### src/rtl/riscv_pkg.sv
// Shared decode-stage definitions: immediate format selects and default width.
package riscv_pkg;

    localparam int XLEN_DEFAULT = 32;

    typedef enum logic [2:0] {
        IMM_I     = 3'd0,
        IMM_S     = 3'd1,
        IMM_B     = 3'd2,
        IMM_U     = 3'd3,
        IMM_J     = 3'd4,
        IMM_Z     = 3'd5,
        IMM_SHAMT = 3'd6,
        IMM_RSVD  = 3'd7
    } imm_src_e;

endpackage

### src/rtl/imm_extend_comb.sv
// Combinational immediate decoder: picks the RV immediate field for the
// selected format and extends it to XLEN bits.
module imm_extend_comb
    import riscv_pkg::*;
#(
    parameter int XLEN = XLEN_DEFAULT
) (
    input  logic [31:0]     instr,
    input  imm_src_e        imm_src,
    output logic [XLEN-1:0] imm,
    output logic            illegal
);

    // RV64 shift amounts carry one extra bit.
    localparam int SH_W = (XLEN == 64) ? 6 : 5;

    // The signed formats are assembled as 32-bit values and then
    // sign-extended, so U on RV64 replicates bit 31 into the upper word.
    logic [31:0] i_imm, s_imm, b_imm, u_imm, j_imm;

    assign i_imm = {{20{instr[31]}}, instr[31:20]};
    assign s_imm = {{20{instr[31]}}, instr[31:25], instr[11:7]};
    assign b_imm = {{19{instr[31]}}, instr[31], instr[7], instr[30:25], instr[11:8], 1'b0};
    assign u_imm = {instr[31:12], 12'b0};
    assign j_imm = {{11{instr[31]}}, instr[31], instr[19:12], instr[20], instr[30:21], 1'b0};

    // Opcode bits never contribute to an immediate.
    logic unused_opcode;
    assign unused_opcode = ^instr[6:0];

    // Format select; reserved encoding yields zero and flags illegal.
    always_comb begin
        imm     = '0;
        illegal = 1'b0;
        case (imm_src)
            IMM_I:     imm = XLEN'($signed(i_imm));
            IMM_S:     imm = XLEN'($signed(s_imm));
            IMM_B:     imm = XLEN'($signed(b_imm));
            IMM_U:     imm = XLEN'($signed(u_imm));
            IMM_J:     imm = XLEN'($signed(j_imm));
            IMM_Z:     imm = XLEN'(instr[19:15]);
            IMM_SHAMT: imm = XLEN'(instr[19+SH_W:20]);
            default: begin
                imm     = '0;
                illegal = 1'b1;
            end
        endcase
    end

endmodule

### src/rtl/imm_gen_pipe.sv
// Registered immediate generator with valid/ready on both sides. A main
// register drives the outputs; a skid register catches the one entry that
// arrives while the output stalls, so o_ready never depends on i_ready.
module imm_gen_pipe
    import riscv_pkg::*;
#(
    parameter int XLEN  = XLEN_DEFAULT,
    parameter int TAG_W = 32
) (
    input  logic             i_clk,
    input  logic             i_rst,
    input  logic             i_flush,
    input  logic             i_valid,
    output logic             o_ready,
    input  logic [31:0]      i_instr,
    input  logic [2:0]       i_imm_src,
    input  logic [TAG_W-1:0] i_tag,
    output logic             o_valid,
    input  logic             i_ready,
    output logic [XLEN-1:0]  o_imm,
    output logic [TAG_W-1:0] o_tag,
    output logic             o_illegal
);

    typedef struct packed {
        logic [XLEN-1:0]  imm;
        logic [TAG_W-1:0] tag;
        logic             illegal;
    } entry_t;

    entry_t          new_ent, main_ent, skid_ent;
    logic            main_valid, skid_valid;
    logic [XLEN-1:0] ext_imm;
    logic            ext_illegal;
    logic            accept, drain;

    imm_extend_comb #(.XLEN(XLEN)) u_ext (
        .instr   (i_instr),
        .imm_src (imm_src_e'(i_imm_src)),
        .imm     (ext_imm),
        .illegal (ext_illegal)
    );

    assign new_ent = '{imm: ext_imm, tag: i_tag, illegal: ext_illegal};

    // skid_valid is a flop, so o_ready has no combinational path from i_ready.
    assign o_ready = !skid_valid;
    assign accept  = i_valid && o_ready;
    assign drain   = main_valid && i_ready;

    assign o_valid   = main_valid;
    assign o_imm     = main_ent.imm;
    assign o_tag     = main_ent.tag;
    assign o_illegal = main_ent.illegal;

    // Main/skid occupancy and data movement; flush beats accept and drain.
    always_ff @(posedge i_clk) begin
        if (i_rst) begin
            main_valid <= 1'b0;
            skid_valid <= 1'b0;
            main_ent   <= '0;
            skid_ent   <= '0;
        end else if (i_flush) begin
            main_valid <= 1'b0;
            skid_valid <= 1'b0;
        end else if (skid_valid) begin
            // Upstream is stalled here; only a drain makes progress.
            if (drain) begin
                main_ent   <= skid_ent;
                skid_valid <= 1'b0;
            end
        end else if (!main_valid || drain) begin
            main_valid <= accept;
            if (accept) main_ent <= new_ent;
        end else if (accept) begin
            skid_ent   <= new_ent;
            skid_valid <= 1'b1;
        end
    end

endmodule

### config.mk
export PLATFORM = sky130hd
export DESIGN_NAME = imm_gen_pipe
export DESIGN_NICKNAME = d
export VERILOG_FILES = /design/src/rtl/riscv_pkg.sv /design/src/rtl/imm_extend_comb.sv /design/src/rtl/imm_gen_pipe.sv
export SDC_FILE = /design/constraint.sdc
export NUM_CORES = 1
export LEC_CHECK = 0
export CORE_MARGIN = 1
export CORE_UTILIZATION = 45
export DETAILED_ROUTE_END_ITERATION = 8
export GPL_ROUTABILITY_DRIVEN = 1
export GPL_TIMING_DRIVEN = 0
export PLACE_DENSITY_LB_ADDON = 0.05
export SKIP_CTS_REPAIR_TIMING = 1
export SYNTH_ARGS = -nofsm -noshare
export SYNTH_HDL_FRONTEND = slang
export SYNTH_SLANG_ARGS = --single-unit
### constraint.sdc
create_clock -name i_clk -period 4.6 [get_ports i_clk]
set_input_delay 1.38 -clock i_clk [delete_from_list [all_inputs] [get_ports i_clk]]
set_output_delay 1.38 -clock i_clk [all_outputs]
set_load 0.005 [all_outputs]
==> results of run 1 <==
[report_power, final]
part	internal, mW	leakage, nW	switching, mW
clock network	1.00	0.317	0.483
registers	1.19	1.07	0.0246
logic	0.183	1.36	0.180
[cell type report]
type | count | area [µm²]
clock buffers | 23 | 478
fillers | 1120 | 4620
inverters | 3 | 11.3
well taps | 172 | 215
repair buffers | 129 | 1290
flip-flops and latches | 132 | 2640
multi-input cells | 495 | 2940
plain buffers | 68 | 294
clock inverters | 8 | 173
[sequential cells by signal, indices dropped and copies added, names as in the netlist]
| signal | flops |
|---|---|
| skid_ent | 65 |
| o_imm | 32 |
| o_tag | 32 |
| o_illegal | 1 |
| o_valid | 1 |
| skid_valid | 1 |
[path summary, 6_finish.rpt]
path	from	to	slack [ns]	cells past startpoint
worst max-delay path	i_valid	o_imm[24]	1.55	7
worst min-delay path	skid_ent[10]	skid_ent[10]	0.45	2
worst max register to register	o_valid	o_imm[24]	2.61	5
worst min register to register	skid_ent[10]	skid_ent[10]	0.45	2
[cells in the final DEF (no fill, tap or decap), types with 9 or more instances in the layout]
| master | Yosys | layout |
|---|---|---|
| dfxtp_1 | 132 | 132 |
| clkdlybuf4s50_1 | 0 | 129 |
| nor2_1 | 110 | 110 |
| nand2_1 | 78 | 78 |
| a211oi_1 | 61 | 61 |
| a21oi_1 | 47 | 47 |
| clkbuf_1 | 40 | 43 |
| nor3_1 | 41 | 41 |
| mux2i_1 | 38 | 38 |
| buf_2 | 22 | 22 |
| clkbuf_16 | 0 | 17 |
| a221oi_1 | 15 | 15 |
| nand3b_1 | 11 | 11 |
| or4bb_1 | 9 | 9 |
[metrics by stage]
step	power (mW)	setup WS, ns
after global routing	3.16	1.38
after detailed placement	1.60	1.16
after floorplan	1.40	1.99
after CTS	3.07	1.55
final	3.06	1.55
after global placement	1.59	1.17
[metal layers]
layer | up-vias | global-route usage, %
met5 | - | 0
met4 | 0 | 9.57
met3 | 22 | 5.97
met2 | 186 | 42.7
met1 | 2739 | 33.1
li1 | 2801 | -
[tightest hold or removal path: cells and delay by family, from the launching register on]
family / cells / cell delay [ns]
simple gates: 1 / 0.05
compound gates: 1 / 0.05
flops: 1 / 0.31
[kinds of logic after synthesis]
kind of cell             count (synthesis)  synth area share [%]
AND/OR/NAND/NOR                        300                  24.8
AO/OA/AOI/OAI                          156                  18.5
flip-flops                             132                  44.9
adder cells (fa/ha/maj)                  1                 0.191
multiplexers                            38                  6.46
buffers and inverters                   71                  5.18
==> flow_metrics.py, run 1 <==
metrics = {
    "grt": {
        "antenna_found_initial": 0,
        "grt_use_total_pct": 25.9,
        "grt_max_degree": 17,
        "grt_overflow": 0,
        "grt_pass1_wl_mm": 26.7,
        "grt_pass1_vias": 5328,
    },
    "status": {
        "status": "finished clean",
    },
    "sta": {
        "rsz0062_at_grt": "false",
        "fin_setup_tns_ns": 0,
        "max_freq_ghz": 0.328,
        "fin_crit_ns": 3.05,
        "slew_headroom_pct": 48.8,
        "min_period_over_period_pct": 66.2,
        "hold_viol": 0,
        "finalSetupViolations": 0,
        "hold_ws_ns": 0.454,
        "worst_pin_slew_ns": 0.768,
        "maxSlewViolCount": 0,
        "fin_worst_skew_ns": 0.00476,
    },
    "cells_and_area": {
        "design_area_um2": 8050,
        "layout-drive-gt1-share_pct": 8.04,
        "final_cells": 1030,
        "antennaDiodeCount": 0,
        "final_core_util_pct": 63.5,
        "final_net_count": 918,
        "areaGrowthSynthToFinish_pct": 36.6,
    },
    "die": {
        "rows": 41,
        "initial_utilization_pct": 46.5,
        "fp.dieW_um": 116,
        "dieArea_um2": 13500,
        "pin_count": 139,
        "core_area_um2": 12700,
        "die_y_um": 116,
    },
    "placement": {
        "dp_hpwl_mm": 12.6,
        "placed_cell_area_um2": 7400,
        "numPortBuffers": 129,
        "placedCellCount": 999,
        "place.gp.congestion": 0.820,
    },
    "yosys": {
        "synth_cell_type_count": 42,
        "synth-edff-count": 0,
        "synthArstFlopShare_pct": 0,
        "synth.avg_cell_area_um2": 8.44,
        "synth.most_common_cell": "dfxtp_1",
        "ys.flop_type": "dfxtp_1",
        "ys_warn_count": 0,
        "yosysSeqAreaShare_pct": 44.9,
        "ys_seq_elements": 132,
        "syn_nets": 770,
        "synth.top_cells.by_area": "dfxtp_1 (45%), a211oi_1 (7.8%), nor2_1 (7.0%)",
        "syn_area_um2": 5890,
        "synth_area_leader_cell": "dfxtp_1",
        "synth_cells": 698,
        "yosysTopAreaCellShare_pct": 44.9,
        "yosys-top-cells-count": "dfxtp_1 (132), nor2_1 (110), nand2_1 (78)",
    },
    "clock_network": {
        "cts_buffers": 17,
        "htreeDepth": 4,
        "insertion_delay_ns": 0.42,
        "max-clock-path-buffers": 2,
        "path_clk_slew_ns": 0.06,
        "clock-root-buffer": "clkbuf_16",
        "clock_sinks": 132,
        "tritoncts": "built",
    },
    "setup_path": {
        "slowest_delay_ns": 0.52,
        "crit_required_ns": 4.94,
        "crit_slowest_cell": "a211oi_4",
        "crit_buf_inv": 3,
        "cp_top_family": "buffers and inverters",
        "path_max_fanout": 10,
        "path_cells": "clkdlybuf4s50_1, nand2b_1, buf_4, a211oi_4, buf_2, o311ai_1, a21oi_1",
        "cp-start-kind": "primary input",
        "cp.arrival_ns": 3.39,
        "crit_type": "in2reg",
        "endpoint_kind": "register",
    },
    "drt": {
        "vias": 5748,
        "wl_met1_mm": 7.57,
        "drc": 0,
        "via_per_inst": 5.58,
        "routed_wl_mm": 17.2,
        "antenna_left": 0,
        "post_drt_wl_per_cell_um": 16.7,
        "route.met2.wl_mm": 8.19,
        "routed-wl-met3_mm": 1.12,
        "drt_iter0_markers": 406,
        "dr.pass1.iters": 5,
        "highest_layer": "met4",
    },
    "run": {
        "max_cap_violations": 0,
    },
    "hold_path": {
        "hold_class": "reg2reg",
    },
    "power": {
        "peakVddDrop_mv": 0.214,
        "p_leak_nw": 2.75,
        "cellPowerDensity_nw_per_um2": 380,
    },
}
Note: power is estimated with default switching activity, not from simulation.
==> run 2: changes to the inputs <==
- clock period: 4.6 -> 2.71 ns (I/O delays scaled with it)
==> results of run 2 <==
Same layout as run 1 (identical final DEF). Status: finished clean.
Among the figures that moved: setup slack after placement 1.16 ns -> -0.166 ns; setup slack after layout 1.55 ns -> 0.232 ns; register-to-register setup slack 2.61 ns -> 0.72 ns; total power 3.06 mW -> 5.19 mW; worst IR drop on VDD 0.214 mV -> 0.363 mV
==> run 3: changes to the inputs <==
- HOLD_SLACK_MARGIN: unset -> 0.05
==> results of run 3 <==
Same layout as run 1 (identical final DEF). Status: finished clean.
Among the figures that moved: setup slack after placement 1.16 ns -> -0.166 ns; setup slack after layout 1.55 ns -> 0.232 ns; register-to-register setup slack 2.61 ns -> 0.72 ns; total power 3.06 mW -> 5.19 mW; worst IR drop on VDD 0.214 mV -> 0.363 mV
